--- config.mk ---
export PLATFORM = sky130hd
export DESIGN_NAME = mem_tg_csr_responder_flat
export DESIGN_NICKNAME = d
export VERILOG_FILES = /design/src/rtl/mem_tg_csr_responder_if.sv /design/src/rtl/mem_tg_csr_responder.sv /design/src/flat_wrapper.sv
export SDC_FILE = /design/constraint.sdc
export NUM_CORES = 2
export LEC_CHECK = 0
export CAP_MARGIN = 0
export CORE_MARGIN = 5
export CORE_UTILIZATION = 56
export CTS_BUF_LIST = sky130_fd_sc_hd__clkbuf_4 sky130_fd_sc_hd__clkbuf_8
export CTS_CLUSTER_DIAMETER = 80
export CTS_CLUSTER_SIZE = 20
export DETAILED_ROUTE_END_ITERATION = 7
export PLACE_DENSITY = 0.83
export SYNTH_ARGS = -nofsm -noshare
export SYNTH_HDL_FRONTEND = slang
export SYNTH_SLANG_ARGS = --single-unit
--- constraint.sdc ---
create_clock -name clk -period 3.7 [get_ports clk]
set_input_delay 0.74 -clock clk [delete_from_list [all_inputs] [get_ports clk]]
set_output_delay 0.74 -clock clk [all_outputs]
set_load 0.01 [all_outputs]
--- src/rtl/mem_tg_csr_responder_if.sv ---
// mem_tg_csr_responder_if
// Avalon-MM CSR bus between the AFU CSR decoder (master) and the memory
// traffic generator CSR responder (slave).
//   avs_address        byte address, bits [1:0] ignored by the slave
//   avs_write/avs_read write and read strobes
//   avs_writedata      write data
//   avs_byteenable     per-byte write enable
//   avs_waitrequest    slave stall
//   avs_readdata       read data, valid with avs_readdatavalid
//   avs_readdatavalid  one-cycle read data strobe
//   avs_response       2'b00 OKAY, 2'b10 SLVERR
interface mem_tg_csr_responder_if #(
    parameter int ADDR_W = 12,
    parameter int DATA_W = 32
);
    logic [ADDR_W-1:0]   avs_address;
    logic                avs_write;
    logic                avs_read;
    logic [DATA_W-1:0]   avs_writedata;
    logic [DATA_W/8-1:0] avs_byteenable;
    logic                avs_waitrequest;
    logic [DATA_W-1:0]   avs_readdata;
    logic                avs_readdatavalid;
    logic [1:0]          avs_response;

    modport master (
        output avs_address, avs_write, avs_read, avs_writedata, avs_byteenable,
        input  avs_waitrequest, avs_readdata, avs_readdatavalid, avs_response
    );

    modport slave (
        input  avs_address, avs_write, avs_read, avs_writedata, avs_byteenable,
        output avs_waitrequest, avs_readdata, avs_readdatavalid, avs_response
    );
endinterface

--- src/rtl/mem_tg_csr_responder.sv ---
// mem_tg_csr_responder
// Avalon-MM CSR responder for the memory traffic generator register window.
// Host writes program the TG configuration, START/CLEAR launch and reset the
// core, and status/counters are read back with 64-bit coherent snapshots.
//
// Ports:
//   clk, rst            single clock, synchronous active-high reset
//   avs                 Avalon-MM slave (mem_tg_csr_responder_if.slave)
//   tg_start, tg_clear  one-cycle pulses to the TG core
//   tg_* config         loop/write/read/burst counts, address modes,
//                       sequential start addresses, data seed
//   tg_done, tg_pass    completion pulse and pass flag from the core
//   tg_fail_evt/addr    per-beat mismatch pulse and its address
//   tg_rd_evt           per-beat read-return pulse
//
// Optional build macro: MEM_TG_CSR_ERR_RESP_EN
//   defined   -> SLVERR on unmapped accesses and on config writes dropped in
//                RUN; sticky ERROR_REPORT bit0 at 0x0EC, cleared by CLEAR.
//   undefined -> avs_response tied to OKAY, 0x0EC reads 0.
//
// Register map (byte addresses):
//   0x000 VERSION (RO)          0x004 START (WO)        0x020 CLEAR (WO)
//   0x008 LOOP_COUNT            0x00C WRITE_COUNT       0x010 READ_COUNT
//   0x014 BURST_LENGTH          0x018/0x01C SEQ_START_ADDR_WR L/H
//   0x040/0x044 SEQ_START_ADDR_RD L/H                   0x048 ADDR_MODE_WR
//   0x074 ADDR_MODE_RD          0x078 WRITE_REPEAT      0x080 READ_REPEAT
//   0x400 DATA_SEED             0x088 PASS              0x08C FAIL
//   0x090/0x094 FAIL_COUNT L/H  0x098/0x09C FIRST_FAIL_ADDR L/H
//   0x0A0/0x0A4 TOTAL_READ_COUNT L/H                    0x0A8 TEST_COMPLETE
//   0x0EC ERROR_REPORT
module mem_tg_csr_responder #(
    parameter logic [31:0] TG_VERSION_VAL = 32'd169,
    parameter int          ADDR_W         = 12,
    parameter int          DATA_W         = 32
) (
    input  logic                 clk,
    input  logic                 rst,
    mem_tg_csr_responder_if.slave avs,
    output logic                 tg_start,
    output logic                 tg_clear,
    output logic [31:0]          tg_loop_count,
    output logic [31:0]          tg_write_count,
    output logic [31:0]          tg_read_count,
    output logic [31:0]          tg_burst_length,
    output logic [1:0]           tg_addr_mode_wr,
    output logic [1:0]           tg_addr_mode_rd,
    output logic [63:0]          tg_seq_start_addr_wr,
    output logic [63:0]          tg_seq_start_addr_rd,
    output logic [31:0]          tg_data_seed,
    input  logic                 tg_done,
    input  logic                 tg_pass,
    input  logic                 tg_fail_evt,
    input  logic [63:0]          tg_fail_addr,
    input  logic                 tg_rd_evt
);

    localparam logic [1:0] ST_IDLE = 2'd0;
    localparam logic [1:0] ST_RUN  = 2'd1;
    localparam logic [1:0] ST_DONE = 2'd2;

    localparam logic [ADDR_W-1:0] ADR_VERSION   = 12'h000;
    localparam logic [ADDR_W-1:0] ADR_START     = 12'h004;
    localparam logic [ADDR_W-1:0] ADR_LOOP      = 12'h008;
    localparam logic [ADDR_W-1:0] ADR_WCOUNT    = 12'h00C;
    localparam logic [ADDR_W-1:0] ADR_RCOUNT    = 12'h010;
    localparam logic [ADDR_W-1:0] ADR_BURST     = 12'h014;
    localparam logic [ADDR_W-1:0] ADR_SA_WR_L   = 12'h018;
    localparam logic [ADDR_W-1:0] ADR_SA_WR_H   = 12'h01C;
    localparam logic [ADDR_W-1:0] ADR_CLEAR     = 12'h020;
    localparam logic [ADDR_W-1:0] ADR_SA_RD_L   = 12'h040;
    localparam logic [ADDR_W-1:0] ADR_SA_RD_H   = 12'h044;
    localparam logic [ADDR_W-1:0] ADR_MODE_WR   = 12'h048;
    localparam logic [ADDR_W-1:0] ADR_MODE_RD   = 12'h074;
    localparam logic [ADDR_W-1:0] ADR_WREPEAT   = 12'h078;
    localparam logic [ADDR_W-1:0] ADR_RREPEAT   = 12'h080;
    localparam logic [ADDR_W-1:0] ADR_PASS      = 12'h088;
    localparam logic [ADDR_W-1:0] ADR_FAIL      = 12'h08C;
    localparam logic [ADDR_W-1:0] ADR_FC_L      = 12'h090;
    localparam logic [ADDR_W-1:0] ADR_FC_H      = 12'h094;
    localparam logic [ADDR_W-1:0] ADR_FA_L      = 12'h098;
    localparam logic [ADDR_W-1:0] ADR_FA_H      = 12'h09C;
    localparam logic [ADDR_W-1:0] ADR_RC_L      = 12'h0A0;
    localparam logic [ADDR_W-1:0] ADR_RC_H      = 12'h0A4;
    localparam logic [ADDR_W-1:0] ADR_COMPLETE  = 12'h0A8;
    localparam logic [ADDR_W-1:0] ADR_ERR_REP   = 12'h0EC;
    localparam logic [ADDR_W-1:0] ADR_SEED      = 12'h400;

    // Merge write data into a register honouring the per-byte enables.
    function automatic logic [31:0] be_merge(input logic [31:0] old_v,
                                             input logic [31:0] new_v,
                                             input logic [3:0]  be);
        logic [31:0] res;
        res = old_v;
        for (int i = 0; i < 4; i++) begin
            if (be[i]) begin
                res[i*8 +: 8] = new_v[i*8 +: 8];
            end
        end
        return res;
    endfunction

    // Increment that sticks at all-ones instead of wrapping.
    function automatic logic [63:0] sat_inc(input logic [63:0] v);
        return (&v) ? v : v + 64'd1;
    endfunction

    logic [1:0]          state_r;
    logic                wait_r;
    logic                wait_hold_r;
    logic                rvalid_r;
    logic [DATA_W-1:0]   rdata_r;
    logic [31:0]         wrepeat_r;
    logic [31:0]         rrepeat_r;
    logic                pass_r;
    logic                fail_r;
    logic                complete_r;
    logic [63:0]         fail_cnt_r;
    logic [63:0]         total_rd_cnt_r;
    logic [63:0]         first_addr_r;
    logic                first_seen_r;
    logic [31:0]         sh_fc_r;
    logic [31:0]         sh_fa_r;
    logic [31:0]         sh_rc_r;
    logic                sh_fc_vld_r;
    logic                sh_fa_vld_r;
    logic                sh_rc_vld_r;

    logic [ADDR_W-1:0]   addr_s;
    logic [31:0]         wdata_s;
    logic [3:0]          be_s;
    logic                rd_acc_s;
    logic                wr_acc_s;
    logic                start_s;
    logic                clear_s;
    logic                cfg_wr_en_s;
    logic                is_cfg_s;
    logic                mapped_s;
    logic                err_rep_s;
    logic [DATA_W-1:0]   rd_data_s;
    logic                unused_addr_s;

    assign addr_s        = {avs.avs_address[ADDR_W-1:2], 2'b00};
    assign unused_addr_s = ^avs.avs_address[1:0];
    assign wdata_s       = avs.avs_writedata;
    assign be_s          = avs.avs_byteenable;
    assign rd_acc_s      = avs.avs_read  & ~wait_r;
    assign wr_acc_s      = avs.avs_write & ~wait_r;
    // START is only honoured outside RUN; CLEAR is honoured everywhere.
    assign start_s       = wr_acc_s & (addr_s == ADR_START) & (state_r != ST_RUN);
    assign clear_s       = wr_acc_s & (addr_s == ADR_CLEAR);
    // Config is frozen while the core is running.
    assign cfg_wr_en_s   = wr_acc_s & is_cfg_s & (state_r != ST_RUN);

    assign avs.avs_waitrequest   = wait_r;
    assign avs.avs_readdatavalid = rvalid_r;
    assign avs.avs_readdata      = rdata_r;

    // Address decode: read mux, mapped flag and config-register flag.
    // _H halves return the shadow when a preceding _L read armed it.
    always_comb begin
        rd_data_s = 32'd0;
        mapped_s  = 1'b1;
        is_cfg_s  = 1'b0;
        case (addr_s)
            ADR_VERSION:  rd_data_s = TG_VERSION_VAL;
            ADR_START:    rd_data_s = 32'd0;
            ADR_CLEAR:    rd_data_s = 32'd0;
            ADR_LOOP:     begin rd_data_s = tg_loop_count;               is_cfg_s = 1'b1; end
            ADR_WCOUNT:   begin rd_data_s = tg_write_count;              is_cfg_s = 1'b1; end
            ADR_RCOUNT:   begin rd_data_s = tg_read_count;               is_cfg_s = 1'b1; end
            ADR_BURST:    begin rd_data_s = tg_burst_length;             is_cfg_s = 1'b1; end
            ADR_SA_WR_L:  begin rd_data_s = tg_seq_start_addr_wr[31:0];  is_cfg_s = 1'b1; end
            ADR_SA_WR_H:  begin rd_data_s = tg_seq_start_addr_wr[63:32]; is_cfg_s = 1'b1; end
            ADR_SA_RD_L:  begin rd_data_s = tg_seq_start_addr_rd[31:0];  is_cfg_s = 1'b1; end
            ADR_SA_RD_H:  begin rd_data_s = tg_seq_start_addr_rd[63:32]; is_cfg_s = 1'b1; end
            ADR_MODE_WR:  begin rd_data_s = {30'd0, tg_addr_mode_wr};    is_cfg_s = 1'b1; end
            ADR_MODE_RD:  begin rd_data_s = {30'd0, tg_addr_mode_rd};    is_cfg_s = 1'b1; end
            ADR_WREPEAT:  begin rd_data_s = wrepeat_r;                   is_cfg_s = 1'b1; end
            ADR_RREPEAT:  begin rd_data_s = rrepeat_r;                   is_cfg_s = 1'b1; end
            ADR_SEED:     begin rd_data_s = tg_data_seed;                is_cfg_s = 1'b1; end
            ADR_PASS:     rd_data_s = {31'd0, pass_r};
            ADR_FAIL:     rd_data_s = {31'd0, fail_r};
            ADR_FC_L:     rd_data_s = fail_cnt_r[31:0];
            ADR_FC_H:     rd_data_s = sh_fc_vld_r ? sh_fc_r : fail_cnt_r[63:32];
            ADR_FA_L:     rd_data_s = first_addr_r[31:0];
            ADR_FA_H:     rd_data_s = sh_fa_vld_r ? sh_fa_r : first_addr_r[63:32];
            ADR_RC_L:     rd_data_s = total_rd_cnt_r[31:0];
            ADR_RC_H:     rd_data_s = sh_rc_vld_r ? sh_rc_r : total_rd_cnt_r[63:32];
            ADR_COMPLETE: rd_data_s = {31'd0, complete_r};
            ADR_ERR_REP:  rd_data_s = {31'd0, err_rep_s};
            default:      begin rd_data_s = 32'd0; mapped_s = 1'b0; end
        endcase
    end

    // Waitrequest: held through reset and one cycle beyond it.
    always_ff @(posedge clk) begin
        if (rst) begin
            wait_hold_r <= 1'b1;
            wait_r      <= 1'b1;
        end else begin
            wait_hold_r <= 1'b0;
            wait_r      <= wait_hold_r;
        end
    end

    // Configuration registers with TG defaults and byte-enabled writes.
    always_ff @(posedge clk) begin
        if (rst) begin
            tg_loop_count        <= 32'd1;
            tg_write_count       <= 32'd1;
            tg_read_count        <= 32'd1;
            tg_burst_length      <= 32'd1;
            tg_addr_mode_wr      <= 2'd2;
            tg_addr_mode_rd      <= 2'd2;
            tg_seq_start_addr_wr <= 64'd0;
            tg_seq_start_addr_rd <= 64'd0;
            tg_data_seed         <= 32'h5A5A_5A5A;
            wrepeat_r            <= 32'd1;
            rrepeat_r            <= 32'd1;
        end else if (cfg_wr_en_s) begin
            case (addr_s)
                ADR_LOOP:    tg_loop_count   <= be_merge(tg_loop_count,   wdata_s, be_s);
                ADR_WCOUNT:  tg_write_count  <= be_merge(tg_write_count,  wdata_s, be_s);
                ADR_RCOUNT:  tg_read_count   <= be_merge(tg_read_count,   wdata_s, be_s);
                ADR_BURST:   tg_burst_length <= be_merge(tg_burst_length, wdata_s, be_s);
                ADR_SA_WR_L: tg_seq_start_addr_wr[31:0]  <= be_merge(tg_seq_start_addr_wr[31:0],  wdata_s, be_s);
                ADR_SA_WR_H: tg_seq_start_addr_wr[63:32] <= be_merge(tg_seq_start_addr_wr[63:32], wdata_s, be_s);
                ADR_SA_RD_L: tg_seq_start_addr_rd[31:0]  <= be_merge(tg_seq_start_addr_rd[31:0],  wdata_s, be_s);
                ADR_SA_RD_H: tg_seq_start_addr_rd[63:32] <= be_merge(tg_seq_start_addr_rd[63:32], wdata_s, be_s);
                ADR_MODE_WR: if (be_s[0]) tg_addr_mode_wr <= wdata_s[1:0];
                ADR_MODE_RD: if (be_s[0]) tg_addr_mode_rd <= wdata_s[1:0];
                ADR_WREPEAT: wrepeat_r    <= be_merge(wrepeat_r,    wdata_s, be_s);
                ADR_RREPEAT: rrepeat_r    <= be_merge(rrepeat_r,    wdata_s, be_s);
                ADR_SEED:    tg_data_seed <= be_merge(tg_data_seed, wdata_s, be_s);
                default:     begin end
            endcase
        end
    end

    // Run control: IDLE/RUN/DONE, launch/clear pulses, result flags and
    // counters. CLEAR takes priority over START and over a same-cycle tg_done.
    always_ff @(posedge clk) begin
        if (rst) begin
            state_r        <= ST_IDLE;
            tg_start       <= 1'b0;
            tg_clear       <= 1'b0;
            pass_r         <= 1'b0;
            fail_r         <= 1'b0;
            complete_r     <= 1'b0;
            fail_cnt_r     <= 64'd0;
            total_rd_cnt_r <= 64'd0;
            first_addr_r   <= 64'd0;
            first_seen_r   <= 1'b0;
        end else begin
            tg_start <= 1'b0;
            tg_clear <= 1'b0;
            if (clear_s || start_s) begin
                tg_clear       <= clear_s;
                tg_start       <= ~clear_s;
                state_r        <= clear_s ? ST_IDLE : ST_RUN;
                pass_r         <= 1'b0;
                fail_r         <= 1'b0;
                complete_r     <= 1'b0;
                fail_cnt_r     <= 64'd0;
                total_rd_cnt_r <= 64'd0;
                first_addr_r   <= 64'd0;
                first_seen_r   <= 1'b0;
            end else if (state_r == ST_RUN) begin
                if (tg_rd_evt) begin
                    total_rd_cnt_r <= sat_inc(total_rd_cnt_r);
                end
                if (tg_fail_evt) begin
                    fail_cnt_r <= sat_inc(fail_cnt_r);
                    // Only the first mismatch after START is recorded.
                    if (!first_seen_r) begin
                        first_addr_r <= tg_fail_addr;
                        first_seen_r <= 1'b1;
                    end
                end
                if (tg_done) begin
                    pass_r     <= tg_pass;
                    fail_r     <= ~tg_pass;
                    complete_r <= 1'b1;
                    state_r    <= ST_DONE;
                end
            end
        end
    end

    // Read return path: 1-cycle latency, plus _H shadow capture on _L reads.
    always_ff @(posedge clk) begin
        if (rst) begin
            rvalid_r    <= 1'b0;
            rdata_r     <= 32'd0;
            sh_fc_r     <= 32'd0;
            sh_fa_r     <= 32'd0;
            sh_rc_r     <= 32'd0;
            sh_fc_vld_r <= 1'b0;
            sh_fa_vld_r <= 1'b0;
            sh_rc_vld_r <= 1'b0;
        end else begin
            rvalid_r <= rd_acc_s;
            if (rd_acc_s) begin
                rdata_r <= rd_data_s;
                case (addr_s)
                    ADR_FC_L: begin sh_fc_r <= fail_cnt_r[63:32];     sh_fc_vld_r <= 1'b1; end
                    ADR_FA_L: begin sh_fa_r <= first_addr_r[63:32];   sh_fa_vld_r <= 1'b1; end
                    ADR_RC_L: begin sh_rc_r <= total_rd_cnt_r[63:32]; sh_rc_vld_r <= 1'b1; end
                    ADR_FC_H: sh_fc_vld_r <= 1'b0;
                    ADR_FA_H: sh_fa_vld_r <= 1'b0;
                    ADR_RC_H: sh_rc_vld_r <= 1'b0;
                    default:  begin end
                endcase
            end
        end
    end

`ifdef MEM_TG_CSR_ERR_RESP_EN
    logic [1:0] resp_r;
    logic       err_rep_r;
    logic       err_s;

    assign err_s = ((rd_acc_s | wr_acc_s) & ~mapped_s)
                 | (wr_acc_s & is_cfg_s & (state_r == ST_RUN));

    // Error response: one-cycle SLVERR aligned with the read data strobe,
    // and a sticky report bit that CLEAR resets.
    always_ff @(posedge clk) begin
        if (rst) begin
            resp_r    <= 2'b00;
            err_rep_r <= 1'b0;
        end else begin
            resp_r <= err_s ? 2'b10 : 2'b00;
            if (err_s) begin
                err_rep_r <= 1'b1;
            end else if (clear_s) begin
                err_rep_r <= 1'b0;
            end
        end
    end

    assign avs.avs_response = resp_r;
    assign err_rep_s        = err_rep_r;
`else
    logic unused_map_s;

    assign unused_map_s     = mapped_s;
    assign avs.avs_response = 2'b00;
    assign err_rep_s        = 1'b0;
`endif

endmodule
--- src/flat_wrapper.sv ---
// flat-port wrapper written by rule: the top's interface ports become plain ports
module mem_tg_csr_responder_flat 
#(
    parameter logic [31:0] TG_VERSION_VAL = 32'd169,
    parameter int          ADDR_W         = 12,
    parameter int          DATA_W         = 32
)
  (clk, rst, tg_start, tg_clear, tg_loop_count, tg_write_count, tg_read_count, tg_burst_length, tg_addr_mode_wr, tg_addr_mode_rd, tg_seq_start_addr_wr, tg_seq_start_addr_rd, tg_data_seed, tg_done, tg_pass, tg_fail_evt, tg_fail_addr, tg_rd_evt, avs_avs_address, avs_avs_write, avs_avs_read, avs_avs_writedata, avs_avs_byteenable, avs_avs_waitrequest, avs_avs_readdata, avs_avs_readdatavalid, avs_avs_response);
  mem_tg_csr_responder_if #(.ADDR_W(ADDR_W), .DATA_W(DATA_W)) avs_i ();
  input  logic clk;
  input  logic rst;
  output logic tg_start;
  output logic tg_clear;
  output logic [31:0] tg_loop_count;
  output logic [31:0] tg_write_count;
  output logic [31:0] tg_read_count;
  output logic [31:0] tg_burst_length;
  output logic [1:0] tg_addr_mode_wr;
  output logic [1:0] tg_addr_mode_rd;
  output logic [63:0] tg_seq_start_addr_wr;
  output logic [63:0] tg_seq_start_addr_rd;
  output logic [31:0] tg_data_seed;
  input  logic tg_done;
  input  logic tg_pass;
  input  logic tg_fail_evt;
  input  logic [63:0] tg_fail_addr;
  input  logic tg_rd_evt;
  input wire logic [$bits(avs_i.avs_address)-1:0] avs_avs_address;
  input wire logic [$bits(avs_i.avs_write)-1:0] avs_avs_write;
  input wire logic [$bits(avs_i.avs_read)-1:0] avs_avs_read;
  input wire logic [$bits(avs_i.avs_writedata)-1:0] avs_avs_writedata;
  input wire logic [$bits(avs_i.avs_byteenable)-1:0] avs_avs_byteenable;
  output wire logic [$bits(avs_i.avs_waitrequest)-1:0] avs_avs_waitrequest;
  output wire logic [$bits(avs_i.avs_readdata)-1:0] avs_avs_readdata;
  output wire logic [$bits(avs_i.avs_readdatavalid)-1:0] avs_avs_readdatavalid;
  output wire logic [$bits(avs_i.avs_response)-1:0] avs_avs_response;
  assign avs_i.avs_address = avs_avs_address;
  assign avs_i.avs_write = avs_avs_write;
  assign avs_i.avs_read = avs_avs_read;
  assign avs_i.avs_writedata = avs_avs_writedata;
  assign avs_i.avs_byteenable = avs_avs_byteenable;
  assign avs_avs_waitrequest = avs_i.avs_waitrequest;
  assign avs_avs_readdata = avs_i.avs_readdata;
  assign avs_avs_readdatavalid = avs_i.avs_readdatavalid;
  assign avs_avs_response = avs_i.avs_response;
  mem_tg_csr_responder #(.TG_VERSION_VAL(TG_VERSION_VAL), .ADDR_W(ADDR_W), .DATA_W(DATA_W)) u_core (.clk(clk), .rst(rst), .avs(avs_i), .tg_start(tg_start), .tg_clear(tg_clear), .tg_loop_count(tg_loop_count), .tg_write_count(tg_write_count), .tg_read_count(tg_read_count), .tg_burst_length(tg_burst_length), .tg_addr_mode_wr(tg_addr_mode_wr), .tg_addr_mode_rd(tg_addr_mode_rd), .tg_seq_start_addr_wr(tg_seq_start_addr_wr), .tg_seq_start_addr_rd(tg_seq_start_addr_rd), .tg_data_seed(tg_data_seed), .tg_done(tg_done), .tg_pass(tg_pass), .tg_fail_evt(tg_fail_evt), .tg_fail_addr(tg_fail_addr), .tg_rd_evt(tg_rd_evt));
endmodule
Yosys cells after proc, flatten, opt, wreduce, memory -nomap -nowiden

Index checks and enable logic that the tools add are counted.

Add/sub/neg operators: 2
Equal/unequal tests: 26
Mux-type cells: 13
Bitwise logic cells: 14
Reductions and logical operators: 70

Operators with widths:

| operator                                              | number |
|---|---|
| one-hot mux 32 bit (23 select lines)                  | 1 |
| AND reduction 3 bit                                   | 49 |
| adder 64 x 1 -> 64 bit (second input constant)        | 2 |
| AND reduction 64 bit                                  | 2 |
| equality test 10 x 6 -> 1 bit (second input constant) | 10 |
| 2-to-1 mux 32 bit                                     | 3 |
| equality test 10 x 5 -> 1 bit (second input constant) | 5 |
| equality test 10 x 3 -> 1 bit (second input constant) | 4 |
| equality test 10 x 2 -> 1 bit (second input constant) | 2 |
| AND reduction 2 bit                                   | 9 |
| OR reduction 13 bit                                   | 1 |
| zero test 12 bit                                      | 1 |
| equality test 10 x 1 -> 1 bit (second input constant) | 1 |
| equality test 10 x 4 -> 1 bit (second input constant) | 1 |
| equality test 10 x 9 -> 1 bit (second input constant) | 1 |
| nonzero test 2 bit                                    | 5 |
| AND 1 bit                                             | 7 |
| inverter 1 bit                                        | 7 |
| 2-to-1 mux 2 bit                                      | 3 |
| one-hot mux 1 bit (2 select lines)                    | 3 |
| OR reduction 2 bit                                    | 2 |
| 2-to-1 mux 1 bit                                      | 3 |
| equality test 2 x 1 -> 1 bit (second input constant)  | 1 |
| != test 2 x 1 -> 1 bit (second input constant)        | 1 |
| logical OR 1 bit                                      | 1 |

Bits in registers: 690
Bits of input ports: 120
Output and inout port bits: 330
Logic and storage cells: 191

Longest topological paths before layout

Depth after elaboration: 7
Depth in mapped cells: 11
Mapped depth without buffers: 7

Worst setup path after synthesis

Ideal clock, no wire load.

Kind: input-to-reg
Start: input port avs_avs_address[9]
End: register u_core.fail_cnt_r[33]
Setup time: 129 ps
Arrival: 2503 ps
Required time: 3571 ps
Slack: 1068 ps
Stages on the path: 8
Path buffers: 3
Cells stage by stage: or4_1 buf_2 nor3_4 a31oi_1 buf_2 buf_2 o311ai_0 nand2_1

Longest elaborated chain between the ends: 5
Elaborated cells on any way between the ends: 7
Classes of those cells: 2 x eq/ne; 3 x bitwise; 2 x reduce/logical

RTL lines:

| what                             | RTL line                    | source |
|---|---|---|
| start, declared                  | flat_wrapper.sv:28          | `input wire logic [$bits(avs_i.avs_address)-1:0] avs_avs_address;` |
| equality test 10 x 1 -> 1 bit    | mem_tg_csr_responder.sv:149 | `assign start_s = wr_acc_s & (addr_s == ADR_START) & (state_r != ST_RUN);` |
| AND 1 bit (2 in series)          | mem_tg_csr_responder.sv:149 |  |
| logical OR 1 bit (*)             | mem_tg_csr_responder.sv:257 | `if (clear_s \|\| start_s) begin` |
| OR reduction 2 bit (no line) (*) | n/a                         |  |
| end signal, assigned             | mem_tg_csr_responder.sv:273 | `fail_cnt_r <= sat_inc(fail_cnt_r);` |
| end, declared                    | mem_tg_csr_responder.sv:117 | `logic [63:0] fail_cnt_r;` |

Mark *: on every way between the ends. The rest lies on a longest branch, timed or not.
A chain may end at the register's enable or synchronous reset.

Worst setup path in the final report

Start: register u_core.fail_cnt_r[33]
End: register u_core.fail_cnt_r[35]

Longest elaborated chain between the ends: 3
Elaborated cells on any way between the ends: 4
Classes of those cells: 1 x add/sub; 1 x bitwise; 2 x reduce/logical

RTL lines:

| what |
|---|
| parallel branches: the longest is 3 deep, another holds adder 64 x 1 -> 64 bit |

Several ways; the timed one is not identified.

==> impl_results.md <==
- First-pass GRT wire length: 205000 um
- Leakage power: 0.0120 uW
- Share of synthesized registers carrying an async set or reset: 0%
- Tcrit/Tclk final: 86.2%
- # setup viols final: 0
- Layout overhead on the synthesized area: 20.8%
- CTS root buf: clkbuf_8
- Critical path capture point type: flip-flop
- Violations in the final reports: design-rule violations
- I/O pin count: 450
- Setup tns final: 0 ns
- Family with the most delay on the worst path: simple AND/OR/NAND/NOR gates
- TritonCTS Buffers: 41
- Most numerous cell types in the synthesized netlist: nand2_1, dfxtp_1, a21oi_1, o21ai_0, clkbuf_1
- Synth Flop Type: dfxtp_1
- Number of distinct library cells after synthesis: 90
- Worst rel slew slack: 24.6%
- Most common cell in the netlist: nand2_1
- Power density over the cells: 308 mW/mm^2
- Bufs and invs on worst path: 0
- Clock tree from TritonCTS: done
- Residual DRC count: 1
- First-pass DRT Iterations: 8
- Hold-fix buffers at CTS: 0
- Clock Path Buffers: 3
- Unrepaired setup endpoints after global routing: false
- Maximum fanout along the worst path: 16
- Routed vias: 35297
- Worst endpoint data arrival time: 3.80 ns
- Share of post-route cells with drive strength above 1: 7.80%
- Peak supply drop: 254 uV
- GPL Wtd Cong: 1.05
- Routed via count divided by cell count: 6.77
- Type of the setup path with the least slack: flip-flop to flip-flop
- Part of the Yosys area used for sequential elements: 43.2%
- Detailed Route Iter0 Violations: 6036
- Pins over their slew limit: 0
- Total count of hold-check failures in the final report: 0
- Routed len/inst: 26.9 um
- Instance count of the mapped netlist: 4094
- Non-filler instance count after layout: 5210
- Synth top area share: 43.2%
- Sink count of the clock tree: 690
- Initial cell density of the core: 56.6%
- Post-Syn Area per Cell: 7.81 um^2
- Detailed-placement wirelength estimate: 102000 um
- Result of the run: finished, violations left
- Timing-limited maximum frequency: 313 MHz
- Kind of launch point of the worst setup path: flip-flop
- Final period demand of the worst path: 3.19 ns
- Antenna violations before repair: 9
- Share of the core filled with cells: 68.4%
- Total Routing Usage GR: 42.1%
- Final setup skew: 0.0719 ns
- Final net count: 4562
- Req. time, crit path: 4.31 ns
- # Max-Cap Violations: 0
- Area contributors post-synth: dfxtp_1, nand2_1, a21oi_1
- Dpl cells: 5153
- GR Overflow Total: 0
- Die Y-Extent: 249 um
- DIE AREA: 0.0620 mm^2
- Standard-cell row count: 87
- Slew at the pin closest to its max-slew limit: 1.13 ns
- Vias in the first global route: 32273
- Number of synthesis warnings: 0
- Clock insertion delay at the later pin of the skew report: 0.74 ns
- Number of I/O port buffers: 445
- ANT nets after route: 0
- Number of H-tree levels: 2
- Biggest area consumer among synthesized cells: dfxtp_1
- Std-Cell Core Area: 0.0565 mm^2
- CP max stage delay: 0.81 ns
- Number of buffers inserted by post-CTS setup repair: 0
- Worst hold path type: input port to flip-flop
- Post-detailed-placement cell area: 0.0379 mm^2
- Largest net degree at the start of global routing: 180
- Sum of routed wire length over all layers: 140000 um
- Slowest cell on the critical path: o211ai_2
- Cell area after synthesis: 0.0320 mm^2
- Clock input transition at the sequential cells of the worst setup and hold paths: 0.12 ns
- Width of the die: 249 um
- List of cells traversed by the critical path: nand4_1 -> or2_1 -> nand4bb_1 -> o211ai_2 -> o21ai_0 -> a21oi_1
- Number of enable-type register cells in the synthesized netlist: 0
- Post_cts resized: 0
- Design area: 0.0386 mm^2
- Number of register bits inferred by synthesis: 690
[layer usage]
metal | GRT usage, % | share of wire [%] | wire length (um) | vias to the layer above
li1 | - | - | - | 15282
met1 | 53.9 | 35 | 48500 | 16521
met2 | 63.3 | 42 | 59200 | 2867
met3 | 13.0 | 15 | 21400 | 617
met4 | 23.9 | 7.7 | 10800 | 10
met5 | 0 | 0.052 | 73 | -
[area by class of cell]
class,instances,area (um^2)
fillers,4728,17900
multi-input cells,3042,16800
flip-flops and latches,690,13800
repair buffers,646,6250
well taps,756,946
clock buffers,47,622
inverters,19,71.3
clock inverters,6,70.1
diodes,4,10.0
[worst paths after layout]
check	slack, ns	cells after the start	to	startpoint
max	0.51	6	u_core.fail_cnt_r[35]$_SDFFE_PP0P_	u_core.fail_cnt_r[33]$_SDFFE_PP0P_
min	0.27	1	u_core.wait_hold_r$_DFF_P_	rst
min reg2reg	0.43	1	u_core.avs.avs_waitrequest$_SDFF_PP1_	u_core.wait_hold_r$_DFF_P_
max reg2reg	0.51	6	u_core.fail_cnt_r[35]$_SDFFE_PP0P_	u_core.fail_cnt_r[33]$_SDFFE_PP0P_
[state kept, by name, indices dropped and copies added (netlist names), 2 cells and up]
register                     count
u_core.fail_cnt_r               64
u_core.first_addr_r             64
u_core.tg_seq_start_addr_rd     64
u_core.tg_seq_start_addr_wr     64
u_core.total_rd_cnt_r           64
u_core.avs.avs_readdata         32
u_core.rrepeat_r                32
u_core.sh_fa_r                  32
u_core.sh_fc_r                  32
u_core.sh_rc_r                  32
u_core.tg_burst_length          32
u_core.tg_data_seed             32
u_core.tg_loop_count            32
u_core.tg_read_count            32
u_core.tg_write_count           32
u_core.wrepeat_r                32
u_core.state_r                   2
u_core.tg_addr_mode_rd           2
u_core.tg_addr_mode_wr           2
[cells in the final DEF (no fill, tap or decap), types with 35 or more instances in the layout]
master / count
a211oi_1: 35
a21oi_1: 609
a22oi_1: 53
buf_4: 179
clkbuf_8: 43
clkdlybuf4s50_1: 440
dfxtp_1: 687
mux2i_1: 137
nand2_1: 852
nand3_1: 88
nand4_1: 52
nor2_1: 185
nor3_1: 54
o21ai_0: 391
or3_1: 53
[kinds of logic after synthesis]
| family | count (synthesis) | synth area share (%) |
|---|---|---|
| other | 1 | 0.0117 |
| buffers and inverters | 363 | 4.64 |
| XOR/XNOR | 38 | 1.04 |
| AO/OA/AOI/OAI | 1344 | 24.4 |
| flip-flops | 690 | 43.2 |
| multiplexers | 162 | 5.20 |
| adder cells (fa/ha/maj) | 2 | 0.0782 |
| AND/OR/NAND/NOR | 1494 | 21.4 |
[where the power goes]
part	leakage [uW]	internal, uW	switching (uW)
combinational	0.00604	243	541
sequential	0.00556	7430	3.43
clock	0.000351	1190	2500
[through the flow]
stage	hold WS [ns]	setup slack [ns]	total power (uW)
3_3_place_gp	0.390	0.146	8330
4_1_cts	0.246	0.651	11800
3_5_place_dp	0.399	0.127	8340
5_1_grt	0.260	0.291	12100
6_report	0.269	0.510	11900
2_1_floorplan	0.389	1.07	7920
Power figures use the tool's default switching activity.
